[config.mk]
export PLATFORM = sky130hd
export DESIGN_NAME = fire_scheduler
export DESIGN_NICKNAME = d
export VERILOG_FILES = /design/src/rtl/ultra_seq_pkg.sv /design/src/rtl/idle_watchdog.sv /design/src/rtl/fire_scheduler.sv
export SDC_FILE = /design/constraint.sdc
export NUM_CORES = 1
export LEC_CHECK = 0
export BUFFER_PORTS_ARGS = -buffer_cell sky130_fd_sc_hd__buf_2
export CAP_MARGIN = 20
export CORE_AREA = 2 2 159 161
export CTS_CLUSTER_DIAMETER = 40
export CTS_CLUSTER_SIZE = 28
export DETAILED_ROUTE_END_ITERATION = 12
export DIE_AREA = 0 0 161 163
export GPL_TIMING_DRIVEN = 0
export HOLD_SLACK_MARGIN = 0.08
export PLACE_DENSITY_LB_ADDON = 0.2
export SYNTH_ARGS = -nofsm -noshare
export SYNTH_HDL_FRONTEND = slang
export SYNTH_SLANG_ARGS = --single-unit
[constraint.sdc]
create_clock -name CLK_100M -period 5.5 [get_ports CLK_100M]
set_input_delay 0.55 -clock CLK_100M [delete_from_list [all_inputs] [get_ports CLK_100M]]
set_output_delay 0.55 -clock CLK_100M [all_outputs]
set_load 0.02 [all_outputs]
[src/rtl/ultra_seq_pkg.sv]
// Shared types and helpers for the line firing sequencer: state encoding,
// zone-period table construction and enabled-zone search.
package ultra_seq_pkg;

   typedef enum logic [2:0] {
      ST_IDLE   = 3'd0,
      ST_PREP   = 3'd1,
      ST_FIRE   = 3'd2,
      ST_LISTEN = 3'd3,
      ST_ENDW   = 3'd4,
      ST_NEXT   = 3'd5
   } state_t;

   localparam int NUM_ZONES   = 4;
   localparam int DEF_PERIOD0 = 9000;
   localparam int DEF_PERIOD1 = 12000;
   localparam int DEF_PERIOD2 = 18000;
   localparam int DEF_PERIOD3 = 18000;

   typedef logic [NUM_ZONES-1:0][31:0] period_arr_t;

   typedef struct packed {
      logic       valid;
      logic [1:0] zone;
   } zone_sel_t;

   function automatic period_arr_t build_periods(input int p0, input int p1,
                                                 input int p2, input int p3);
      period_arr_t arr;
      arr[0] = 32'(p0);
      arr[1] = 32'(p1);
      arr[2] = 32'(p2);
      arr[3] = 32'(p3);
      return arr;
   endfunction

   // Lowest enabled zone strictly above cur; valid = 0 when none remains.
   function automatic zone_sel_t next_zone(input logic [3:0] mask, input logic [1:0] cur);
      zone_sel_t sel;
      sel.valid = 1'b0;
      sel.zone  = 2'd0;
      for (int z = NUM_ZONES - 1; z >= 0; z--) begin
         if ((z > int'(cur)) && mask[z]) begin
            sel.valid = 1'b1;
            sel.zone  = 2'(z);
         end
      end
      return sel;
   endfunction

   function automatic logic [1:0] first_zone(input logic [3:0] mask);
      zone_sel_t sel;
      sel = next_zone(mask, 2'd0);
      return mask[0] ? 2'd0 : sel.zone;
   endfunction

endpackage

[src/rtl/idle_watchdog.sv]
// Holds the front-end enable high for a fixed number of cycles after the most
// recent kick; the counter saturates at the limit instead of wrapping.
module idle_watchdog #(
   parameter int CW          = 32,
   parameter int IDLE_CYCLES = 50000000
) (
   input  logic clk,
   input  logic rst_n,
   input  logic kick,
   output logic enable
);

   localparam logic [CW-1:0] LIMIT = CW'(IDLE_CYCLES);

   logic [CW-1:0] cnt;
   logic [CW-1:0] cnt_nxt;
   logic          en_nxt;

   always_comb begin
      cnt_nxt = cnt;
      if (kick) begin
         cnt_nxt = '0;
      end else if (cnt < LIMIT) begin
         cnt_nxt = cnt + CW'(1);
      end else begin
         cnt_nxt = cnt;
      end
      en_nxt = kick || (cnt_nxt < LIMIT);
   end

   // Out of reset the counter sits at the limit so Enable stays low until a kick.
   always_ff @(posedge clk) begin
      if (!rst_n) begin
         cnt    <= LIMIT;
         enable <= 1'b0;
      end else begin
         cnt    <= cnt_nxt;
         enable <= en_nxt;
      end
   end

endmodule

[src/rtl/fire_scheduler.sv]
// Line firing sequencer: walks the enabled focal zones of one imaging line
// through prepare / fire / listen / end windows, with a one-deep request queue.
module fire_scheduler
   import ultra_seq_pkg::*;
#(
   parameter int CW          = 32,
   parameter int PR_CYCLES   = 3000,
   parameter int RX_CYCLES   = 250,
   parameter int END_CYCLES  = 80,
   parameter int PERIOD0     = DEF_PERIOD0,
   parameter int PERIOD1     = DEF_PERIOD1,
   parameter int PERIOD2     = DEF_PERIOD2,
   parameter int PERIOD3     = DEF_PERIOD3,
   parameter int IDLE_CYCLES = 50000000
) (
   input  logic       CLK_100M,
   input  logic       RST_n,
   input  logic       Line_Req,
   input  logic [7:0] Line_Num_In,
   input  logic [3:0] Zone_Mask,
   output logic       Pr_Gate,
   output logic       RX_Gate,
   output logic       End_Gate,
   output logic [1:0] Focus_Num,
   output logic [7:0] Line_Num,
   output logic       Busy,
   output logic       Line_Done,
   output logic       Req_Dropped,
   output logic       Enable
);

   localparam int MIN_PERIOD = PR_CYCLES + RX_CYCLES;

   if ((PERIOD0 < MIN_PERIOD) || (PERIOD1 < MIN_PERIOD) ||
       (PERIOD2 < MIN_PERIOD) || (PERIOD3 < MIN_PERIOD)) begin : g_period_check
      $error("fire_scheduler: every zone period must cover the prepare and fire windows");
   end

   localparam period_arr_t   ZONE_PERIOD = build_periods(PERIOD0, PERIOD1, PERIOD2, PERIOD3);
   localparam logic [CW-1:0] PR_END      = CW'(PR_CYCLES);
   localparam logic [CW-1:0] RX_END      = CW'(MIN_PERIOD);
   localparam logic [CW-1:0] END_LEN     = CW'(END_CYCLES);

   state_t        state, state_nxt;
   logic [CW-1:0] cnt, cnt_nxt;
   logic [1:0]    zone, zone_nxt;
   logic [7:0]    line, line_nxt;
   logic [3:0]    mask, mask_nxt;
   logic          pend_valid, pend_valid_nxt;
   logic [7:0]    pend_line, pend_line_nxt;
   logic [3:0]    pend_mask, pend_mask_nxt;
   logic          done_s;
   logic          drop_s;
   logic          req_ok_s;
   logic          final_s;
   logic [CW-1:0] cnt_inc_s;
   logic [CW-1:0] period_s;
   logic [CW-1:0] endw_end_s;
   zone_sel_t     nz_s;
   logic [1:0]    first_in_s;
   logic [1:0]    first_pend_s;

   assign req_ok_s     = Line_Req && (Zone_Mask != 4'd0);
   assign cnt_inc_s    = cnt + CW'(1);
   assign period_s     = CW'(ZONE_PERIOD[zone]);
   assign endw_end_s   = period_s + END_LEN;
   assign nz_s         = next_zone(mask, zone);
   assign first_in_s   = first_zone(Zone_Mask);
   assign first_pend_s = first_zone(pend_mask);
   assign final_s      = (state == ST_NEXT) && !nz_s.valid;

   // Phase sequencing, zone stepping and pending-slot bookkeeping.
   always_comb begin
      state_nxt      = state;
      cnt_nxt        = cnt_inc_s;
      zone_nxt       = zone;
      line_nxt       = line;
      mask_nxt       = mask;
      pend_valid_nxt = pend_valid;
      pend_line_nxt  = pend_line;
      pend_mask_nxt  = pend_mask;
      done_s         = 1'b0;
      drop_s         = 1'b0;

      case (state)
         ST_IDLE: begin
            cnt_nxt = cnt;
            if (req_ok_s) begin
               state_nxt = ST_PREP;
               cnt_nxt   = '0;
               line_nxt  = Line_Num_In;
               mask_nxt  = Zone_Mask;
               zone_nxt  = first_in_s;
            end else begin
               drop_s = Line_Req;
            end
         end
         ST_PREP: begin
            if (cnt_inc_s >= PR_END) begin
               state_nxt = ST_FIRE;
            end else begin
               state_nxt = ST_PREP;
            end
         end
         ST_FIRE: begin
            // A period equal to prepare+fire leaves no listen window at all.
            if (cnt_inc_s >= period_s) begin
               state_nxt = ST_ENDW;
            end else if (cnt_inc_s >= RX_END) begin
               state_nxt = ST_LISTEN;
            end else begin
               state_nxt = ST_FIRE;
            end
         end
         ST_LISTEN: begin
            if (cnt_inc_s >= period_s) begin
               state_nxt = ST_ENDW;
            end else begin
               state_nxt = ST_LISTEN;
            end
         end
         ST_ENDW: begin
            if (cnt_inc_s >= endw_end_s) begin
               state_nxt = ST_NEXT;
               done_s    = !nz_s.valid;
            end else begin
               state_nxt = ST_ENDW;
            end
         end
         ST_NEXT: begin
            cnt_nxt = '0;
            if (nz_s.valid) begin
               state_nxt = ST_PREP;
               zone_nxt  = nz_s.zone;
            end else if (pend_valid) begin
               state_nxt      = ST_PREP;
               line_nxt       = pend_line;
               mask_nxt       = pend_mask;
               zone_nxt       = first_pend_s;
               pend_valid_nxt = 1'b0;
            end else if (req_ok_s) begin
               state_nxt = ST_PREP;
               line_nxt  = Line_Num_In;
               mask_nxt  = Zone_Mask;
               zone_nxt  = first_in_s;
            end else begin
               state_nxt = ST_IDLE;
               cnt_nxt   = cnt;
            end
         end
         default: begin
            state_nxt = ST_IDLE;
            cnt_nxt   = '0;
         end
      endcase

      // Requests arriving mid-line park in the slot; a request on the final NEXT
      // with an empty slot was already started directly above.
      if ((state != ST_IDLE) && Line_Req) begin
         if (!req_ok_s || pend_valid) begin
            drop_s = 1'b1;
         end else if (!final_s) begin
            pend_valid_nxt = 1'b1;
            pend_line_nxt  = Line_Num_In;
            pend_mask_nxt  = Zone_Mask;
         end else begin
            pend_valid_nxt = 1'b0;
         end
      end else begin
         drop_s = drop_s;
      end
   end

   // State, phase counter, latched line context and registered outputs.
   always_ff @(posedge CLK_100M) begin
      if (!RST_n) begin
         state       <= ST_IDLE;
         cnt         <= '0;
         zone        <= 2'd0;
         line        <= 8'd0;
         mask        <= 4'd0;
         pend_valid  <= 1'b0;
         pend_line   <= 8'd0;
         pend_mask   <= 4'd0;
         Pr_Gate     <= 1'b0;
         RX_Gate     <= 1'b0;
         End_Gate    <= 1'b0;
         Focus_Num   <= 2'd0;
         Line_Num    <= 8'd0;
         Busy        <= 1'b0;
         Line_Done   <= 1'b0;
         Req_Dropped <= 1'b0;
      end else begin
         state       <= state_nxt;
         cnt         <= cnt_nxt;
         zone        <= zone_nxt;
         line        <= line_nxt;
         mask        <= mask_nxt;
         pend_valid  <= pend_valid_nxt;
         pend_line   <= pend_line_nxt;
         pend_mask   <= pend_mask_nxt;
         Pr_Gate     <= (state_nxt == ST_PREP);
         RX_Gate     <= (state_nxt == ST_FIRE);
         End_Gate    <= (state_nxt == ST_ENDW);
         Focus_Num   <= zone_nxt;
         Line_Num    <= line_nxt;
         Busy        <= (state_nxt != ST_IDLE);
         Line_Done   <= done_s;
         Req_Dropped <= drop_s;
      end
   end

   idle_watchdog #(
      .CW          (CW),
      .IDLE_CYCLES (IDLE_CYCLES)
   ) u_idle_watchdog (
      .clk    (CLK_100M),
      .rst_n  (RST_n),
      .kick   (Line_Req),
      .enable (Enable)
   );

endmodule

; After elaboration in Yosys (flattened, before gate mapping)
; Cells that the tools add are included.
[word_totals]
reg_bits = 101
latchBits = 0
ram_bits = 0
rom_bits = 0
in_bits = 15
output_inout_bits = 17
word_cells = 109
memories = 0
[classes]
add_sub_neg = 3
mul = 0
n_div = 0
magnitude_cmp = 10
eq_ne = 9
shift = 0
muxes = 50
bitwise = 2
n_reduce_logical = 19
[op_table]
columns = cell, count
row1 = $mux 32, 6
row2 = $pmux 32 s3, 1
row3 = $add 32x1->32 const B, 2
row4 = $bmux 32 s2, 1
row5 = $ge 32x12->1 const B, 2
row6 = $ge 32x32->1, 2
row7 = $lt 32x26->1 const B, 2
row8 = $add 32x7->32 const B, 1
row9 = $mux 2, 12
row10 = $mux 8, 3
row11 = $mux 3, 6
row12 = $pmux 3 s6, 1
row13 = $pmux 8 s2, 1
row14 = $mux 1, 14
row15 = $mux 4, 3
row16 = $eq 3x2->1 const B, 3
row17 = $eq 3x3->1 const B, 3
row18 = $pmux 4 s2, 1
row19 = $eq 3x1->1 const B, 2
row20 = $logic_and 1x1->1, 6
row21 = $reduce_and 3->1, 2
row22 = $reduce_bool 3->1, 2
row23 = $gt 2x2->1 const A, 2
row24 = $pmux 2 s2, 1
row25 = other kinds (11), 14

; Depth between registers and ports, before layout
; Gate-level depths: netlist (run 1).
[depth]
depth_word = 10
ltp_mapped = 14

; Modules after synthesis
; From an unflattened synthesis (run 1), not the netlist that was laid out.
[hier_totals]
hier_cells = 803
area_unflattened_um2 = 6219.7
[by_module_without_submodules]
columns = module, n_inst, cells_per_inst, area_each_um2, seq_area_each_um2
row1 = fire_scheduler, 1, 608, 4555.6, 1341.3
row2 = idle_watchdog, 1, 195, 1664.1, 660.6

; Worst setup path after synthesis (run 1)
; Ideal clock, no wire load.
[synth_path]
kind = reg-to-reg
from = reg cnt[1]
to = reg RX_Gate
setup_ps = 116
arrival_ps = 3264
setup_slack_ps = 2121
stages_incl_launch_ff = 12
cell_sequence = dfxtp_1 -> ha_1 -> nand3_1 -> nor3_1 -> nand3_1 -> xnor2_1 -> ha_1 -> a221o_1 -> or3_4 -> nor4_4 -> o311ai_1 -> and3_1
[synth_via]
elab_chain_cells = 6
elab_cells_between_ends = 12
classes_between = add/sub: 1 / order compare: 4 / eq/ne: 1 / mux: 6
[synth_lines]
columns = item, line_no
row1 = from (decl), fire_scheduler.sv:45  ; logic [CW-1:0] cnt, cnt_nxt;
row2 = from (signal assigned), fire_scheduler.sv:195  ; cnt <= cnt_nxt;
row3 = $add 32x1->32 *, fire_scheduler.sv:64  ; assign cnt_inc_s = cnt + CW'(1);
row4 = $ge 32x12->1, fire_scheduler.sv:109  ; end else if (cnt_inc_s >= RX_END) begin
row5 = $mux 1, fire_scheduler.sv:109
row6 = $mux 3, fire_scheduler.sv:107  ; if (cnt_inc_s >= period_s) begin
row7 = $pmux 3 s6 *, fire_scheduler.sv:85  ; case (state)
row8 = $eq 3x2->1 *, fire_scheduler.sv:203  ; RX_Gate <= (state_nxt == ST_FIRE);
row9 = to (signal assigned), fire_scheduler.sv:203
row10 = to (decl), fire_scheduler.sv:22  ; output logic RX_Gate,
; Every way passes the cells marked *; elsewhere a longest branch is shown, timed or not.
; A chain may end at the register's enable or synchronous reset.

; Worst setup path in the final report (run 1)
; Same ends and word-level chain as after synthesis.

==> flow_metrics.tcl, run 1 <==
set metrics [dict create \
    grt-ovfl-total 0 \
    drive_gt1_share_pct 10.07 \
    timing.fmax_mhz 238.7 \
    min_path_cells 1 \
    cts_tree "yes" \
    die_h_um 163 \
    vias 5721 \
    min_period_ns 4.190 \
    skew_ns 0.01460 \
    vias_per_cell 4.958 \
    grt_pass1_vias 5521 \
    hold_class "register to register" \
    ys_warn_count 0 \
    synth.top_cell.area_share_pct 32.94 \
    tns_ns 0 \
    ys_ff_latch 100 \
    area_growth_pct 13.96 \
    netlist_top_cells_area "dfxtp_1 (33%), nand2_1 (6.0%), nor2_1 (4.9%)" \
    drt_pre_antenna_iters 5 \
    worst_slew_pin_slew_ns 0.9724 \
    synthDistinctLibCells 80 \
    finalSetupViolCount 0 \
    async_flop_share_pct 0 \
    grt_pass1_wl_um 29590 \
    wirelength_um 18180 \
    gp_congestion 0.8340 \
    postLayoutCoreUtil_pct 28.07 \
    hold_violations 0 \
    core-area_sq_um 24670 \
    fillers 2768 \
    numPortBuffers 31 \
    wl_per_cell_um 15.75 \
    power_density_nw_per_um2 227.7 \
    cts.clk_slew.worst_paths_ns 0.07 \
    finalMaxSlewViolations 0 \
    die_w_um 161 \
    seq_area_frac_synth_pct 32.94 \
    drv_cap 0 \
    critPathKind "register to register" \
    dp.cells 1140 \
    cts.repair.resized 0 \
    syn_area_per_cell_sq_um 7.803 \
    numCtsBuffers 9 \
    syn_inst 779 \
    ios 32 \
    die-area_sq_um 26240 \
    cp_data_required_time_ns 5.74 \
    dpl.hpwl_um 13580 \
    crit_path_start_kind "register" \
    slowest_stage "nor3_1" \
    syn_area_sq_um 6078 \
    r2r_slack_ns 1.31 \
    htree_levels 3 \
    grt_util_all_layers_pct 14.07 \
    critPathArrivalTime_ns 4.43 \
    status "completed" \
    critPathMaxFanout 9 \
    rows 58 \
    timing.hold.ws_ns 0.4587 \
    cts.sinks 100 \
    grt_max_degree 16 \
    totalPowerFinal_w 0.001577 \
    fin_crit_sh_pct 76.18 \
    first_iter_violations 375 \
    drc 0 \
    cts_root_buf "clkbuf_16" \
    antenna_found_initial 0 \
    ir_drop_uv 115.0 \
    synth_area_leader_cell "dfxtp_1" \
    fin_cells 1154 \
    cts_buffer_depth 2 \
    leakage_nw 2.659 \
    postCtsSetupRepairBufs 0 \
    synth_nets 813 \
    path_cells "ha_1 -> nand3_1 -> nor3_1 -> nand3_1 -> xnor2_1 -> ha_1 -> a221o_1 -> or3_4 -> nor4_4 -> o311ai_1 -> and3_1" \
    relSlewSlack_pct 34.74 \
    fin_nets 855 \
    synth_ff_type "dfxtp_1" \
    crit_path_end_kind "register" \
    holdBufCountCts 0 \
    cpPeakStageDelay_ns 0.70 \
    reg2reg_depth 11 \
    clock_latency_ns 0.35 \
    initial_core_util_pct 24.63 \
    postRouteAntennaNets 0 \
    antenna_cells 0 \
    synth_edf_count 0 \
    rsz0062_at_grt "no" \
]
cell type report:
type | count | area, sq um | share of cell area, %
Buffer | 45 | 210.2 | 3.035
Clock inverter | 4 | 51.30 | 0.7406
Multi-Input combinational cell | 618 | 3806 | 54.95
Sequential cell | 100 | 2002 | 28.90
Clock buffer | 10 | 229.0 | 3.306
Inverter | 16 | 60.06 | 0.8671
Tap cell | 330 | 412.9 | 5.961
Timing Repair Buffer | 31 | 155.1 | 2.240
registers in the layout (all words and copies together), names as in the netlist, 2 cells and up:
register             flops
state                    3
zone                     2
cnt                     32
line                     8
pend_mask                4
u_idle_watchdog.cnt     32
pend_line                8
mask                     3
cells in the final DEF, fill, tap and decap left out, types with 7 or more instances in the layout:
cell type,n
a22oi_1,15
xor2_1,20
nand3_1,40
buf_2,38
and4_1,7
clkbuf_16,9
a21oi_1,41
clkbuf_1,30
or3_1,11
nand2_1,97
o22ai_1,8
a31oi_1,10
o21ai_0,43
dfxtp_1,100
and2_1,10
inv_1,16
ha_1,19
nand2b_1,7
nor3_1,22
o211a_1,10
nor2_1,80
a21boi_0,13
nor2b_1,11
nor4_1,13
xnor2_1,19
and3_1,14
nand4_1,22
metrics by stage:
| step | area, sq um | setup WS, ns |
|---|---|---|
| after global routing | 6927 | 1.154 |
| after global placement | 6646 | 1.394 |
| after floorplan | 6078 | 2.121 |
| final | 6927 | 1.310 |
| after CTS | 6927 | 1.362 |
| after detailed placement | 6646 | 1.387 |
power by group:
group	internal (W)	switching (W)	total, W
combinational	0.0000590	0.000118	0.000177
sequential	0.000745	0.0000205	0.000766
clock	0.000349	0.000285	0.000635
total	0.00115	0.000423	0.00158
synth_stat cells, types with 4 or more instances:
master	n
o21ai_0	43
and4_1	7
xor2_1	20
a21oi_1	41
a21boi_0	13
and3_1	14
nand3_1	40
o211ai_1	5
or3_1	11
buf_2	7
clkbuf_1	29
nor2b_1	11
nor3_1	22
ha_1	19
inv_1	16
a22oi_1	15
nand2b_1	7
a31oi_1	10
nor4_1	13
o21a_1	4
nor2_1	80
a211oi_1	4
a311oi_1	5
nand2_1	97
buf_4	4
nand4_1	22
xnor2_1	19
mux2i_1	4
o22ai_1	8
dfxtp_1	100
o211a_1	10
and2_1	10
cell families after synthesis:
group,after synthesis,synth area share [%]
simple gates,367,31.87
compound gates,189,20.56
flops,100,32.94
buf+inv,61,4.446
xor+xnor,39,5.620
fa+ha+maj,19,3.911
mux,4,0.6587
worst paths after layout:
check                                             start                      end
worst max register to register                   cnt[1]                  RX_Gate
worst min register to register  u_idle_watchdog.cnt[28]  u_idle_watchdog.cnt[28]
worst min-delay path            u_idle_watchdog.cnt[28]  u_idle_watchdog.cnt[28]
worst max-delay path                             cnt[1]                  RX_Gate
worst max-delay path: cells and delay by family (launching register included):
kind                     cells  cell delay (ns)
flip-flops                   1             0.55
AND/OR/NAND/NOR              6             2.00
adder cells (fa/ha/maj)      2             0.69
AO/OA/AOI/OAI                2             0.61
XOR/XNOR                     1             0.23
routing by layer:
layer	vias up	GRT usage, %	routed length [um]
li1	2940	-	-
met1	2705	18.57	8923
met2	66	24.13	8698
met3	10	2.190	422
met4	0	3.328	133
met5	-	0	0
Power figures use the tool's default switching activity.
==> run 2, diff against run 1 <==
--- a/config.mk
+++ b/config.mk
@@ -5,13 +5,14 @@
 export SDC_FILE = /design/constraint.sdc
 export NUM_CORES = 1
 export LEC_CHECK = 0
+export ABC_AREA = 1
 export BUFFER_PORTS_ARGS = -buffer_cell sky130_fd_sc_hd__buf_2
 export CAP_MARGIN = 20
-export CORE_AREA = 2 2 159 161
+export CORE_AREA = 2 2 168 170
 export CTS_CLUSTER_DIAMETER = 40
 export CTS_CLUSTER_SIZE = 28
 export DETAILED_ROUTE_END_ITERATION = 12
-export DIE_AREA = 0 0 161 163
+export DIE_AREA = 0 0 170 172
 export GPL_TIMING_DRIVEN = 0
 export HOLD_SLACK_MARGIN = 0.08
 export PLACE_DENSITY_LB_ADDON = 0.2
==> constraint.sdc (replaced) <==
create_clock -name CLK_100M -period 3.8 [get_ports CLK_100M]
set_input_delay 0.38 -clock CLK_100M [delete_from_list [all_inputs] [get_ports CLK_100M]]
set_output_delay 0.38 -clock CLK_100M [all_outputs]
set_load 0.02 [all_outputs]
==> flow_metrics.tcl, run 2 <==
set metrics [dict create \
    fin_crit_sh_pct 85.47 \
    synth_xor_area_share_pct 2.459 \
    cts_root_buf "clkbuf_16" \
    hold_violations 0 \
    critPathArrivalTime_ns 3.50 \
    numPortBuffers 30 \
    htree_levels 3 \
    numCtsBuffers 9 \
    mostFrequentLayoutCell "nand2_1" \
    critPathMaxFanout 7 \
    ys_warn_count 0 \
    vias_per_cell 4.587 \
    finalMaxSlewViolations 0 \
    ir_drop_uv 170.7 \
    synth_ff_type "dfxtp_1" \
    holdBufCountCts 0 \
    cp_num_buf_inv 1 \
    final_cell_area_sq_um 7669 \
    area_growth_pct 13.31 \
    core-area_sq_um 27480 \
    drive_gt1_share_pct 9.012 \
    path_delay_family "simple AND/OR/NAND/NOR gates" \
    cpPeakStageDelay_ns 0.51 \
    fin_nets 1183 \
    hold_class "input pin to register" \
    path_cells "ha_1 -> nand2_2 -> nor2_4 -> nand2_2 -> nand2_1 -> nand2_1 -> ha_1 -> inv_1 -> nand2_1 -> nor2_1 -> nand2_1 -> o211ai_1 -> nand3_1 -> nand2_1 -> nand3_1 -> nand2_1 -> nor2_4 -> nand3_1 -> nand2_2 -> nand3_1 -> nor2_1" \
    gp_congestion 0.8604 \
    cp-startpoint "cnt[0]" \
    cts.sinks 100 \
    syn_inst 1108 \
    first_iter_violations 416 \
    yosysMostFrequentCell "nand2_1" \
    clock_latency_ns 0.36 \
    netlist_top_cells_area "dfxtp_1 (30%), nand2_1 (20%), nor2_1 (7.5%)" \
    timing.fmax_mhz 307.9 \
    rows 61 \
    status "completed" \
    synth.top_cell.area_share_pct 29.58 \
    ys_ff_latch 100 \
    critPathKind "register to register" \
    synth_adder_area_share_pct 3.513 \
    synth.area.mux_share_pct 0 \
    async_flop_share_pct 0 \
    leakage_nw 3.387 \
    cts_buffer_depth 2 \
    finalSetupViolCount 0 \
    grt_pass1_vias 6439 \
    initial_core_util_pct 24.63 \
    holdCritStartpoint "Line_Num_In[4]" \
    min_period_ns 3.248 \
    die_w_um 170 \
    cp_data_required_time_ns 4.05 \
    wirelength_um 21230 \
    cts.clk_slew.worst_paths_ns 0.08 \
    seq_area_frac_synth_pct 29.58 \
    synth-compound-area-share_pct 11.76 \
    drc 0 \
    grt_util_all_layers_pct 14.89 \
    synth_nets 1142 \
    rsz0062_at_grt "no" \
    synth_top_family_by_area "simple AND/OR/NAND/NOR gates" \
    placed_cell_area_sq_um 7351 \
    die_h_um 172 \
    grt_pass1_wl_um 34220 \
    crit_path_start_kind "register" \
    antenna_cells 0 \
    synth_area_leader_cell "dfxtp_1" \
    slowest_stage "dfxtp_1" \
    syn_area_sq_um 6768 \
    postRouteAntennaNets 0 \
    synthDistinctLibCells 38 \
    crit_cells 21 \
    syn_area_per_cell_sq_um 6.108 \
    crit_end "RX_Gate" \
    crit_top_cell "nand2_1" \
    reg.largest.list "cnt (32), u_idle_watchdog.cnt (32)" \
    layout_common_cells "nand2_1 (361), nor2_1 (135), inv_1 (123), dfxtp_1 (100), a21oi_1 (71)" \
    r2r-end "RX_Gate" \
    synth_commonest_cells "nand2_1 (361), nor2_1 (135), inv_1 (123)" \
    power_density_nw_per_um2 316.3 \
    postCtsSetupRepairBufs 0 \
    crit_path_end_kind "register" \
    die-area_sq_um 29240 \
    vias 6881 \
    antenna_found_initial 0 \
    cts.repair.resized 0 \
    drt_pre_antenna_iters 5 \
    worst_slew_pin_slew_ns 0.6819 \
    r2r_start "cnt[0]" \
    wl_per_cell_um 14.15 \
    grt_max_degree 17 \
    totalPowerFinal_w 0.002425 \
    synth_edf_count 0 \
    fin_cells 1500 \
    dpl.hpwl_um 16690 \
    dp.cells 1484 \
    drv_cap 0 \
    ios 32 \
    r2r_slack_ns 0.55 \
    skew_ns 0.01089 \
    cts_tree "yes" \
    reg2reg_depth 21 \
    grt-ovfl-total 0 \
    relSlewSlack_pct 54.24 \
    tns_ns 0 \
    synth-simple-area-share_pct 43.83 \
]
==> run 2: where the power goes <==
| part | internal, W | switching [W] |
|---|---|---|
| logic | 0.0000907 | 0.000209 |
| registers | 0.00108 | 0.0000305 |
| clock network | 0.000578 | 0.000435 |
| total | 0.00175 | 0.000675 |
==> run 2: worst reg2reg max path: stages (launching register included) <==
cell and delay (ns):
dfxtp_1 0.51, ha_1 0.29, nand2_2 0.09, nor2_4 0.18, nand2_2 0.12, nand2_1 0.07
nand2_1 0.15, ha_1 0.38, inv_1 0.08, nand2_1 0.08, nor2_1 0.04, nand2_1 0.05
o211ai_1 0.10, nand3_1 0.10, nand2_1 0.07, nand3_1 0.10, nand2_1 0.09, nor2_4 0.13
nand3_1 0.08, nand2_2 0.11, nand3_1 0.09, nor2_1 0.23
==> run 2: cell families (layout without fill, tap and decap cells) <==
kind of cell               Yosys count  in the layout
DFF                                100            100
buffers and inverters              157            203
adders and majority gates           19             19
and+or+nand+nor                    667            667
AOI/OAI and AO/OA                  146            146
xor gates and xnor gates            19             19
==> run 2: layer usage <==
layer,up-vias,global-route usage [%],wire (um)
met3,15,1.968,692
met1,3143,20.55,10690
met5,-,0,0
met4,0,4.125,294
li1,3619,-,-
met2,104,24.38,9550
==> run 2: cell type report <==
class / instances / area, sq um
Buffer: 31 / 126.4
Clock buffer: 10 / 229.0
Clock inverter: 6 / 88.84
Fill cell: 3208 / 19810
Inverter: 126 / 473.0
Multi-Input combinational cell: 851 / 4167
Sequential cell: 100 / 2002
Tap cell: 346 / 432.9
Timing Repair Buffer: 30 / 150.1
==> run 2: worst min-delay path by stage <==
stage / to / slack [ns] / cells after the start
2_1_floorplan: pend_line[7] / 0.42 / 2
3_5_place_dp: pend_line[3] / 0.44 / 2
6_report: pend_line[4] / 0.32 / 3
5_1_grt: pend_line[3] / 0.33 / 3
3_3_place_gp: pend_line[7] / 0.43 / 2
4_1_cts: pend_line[3] / 0.31 / 3
==> run 2: stage by stage <==
stage | worst slack, ns | hold slack, ns | utilization (%)
floorplan | 1.270 | 0.4233 | -
global placement | 0.5360 | 0.4324 | 26.75
detailed placement | 0.5639 | 0.4374 | 26.75
CTS | 0.5298 | 0.3131 | 27.91
global route | 0.2610 | 0.3256 | 27.91
finish | 0.5520 | 0.3246 | 27.91
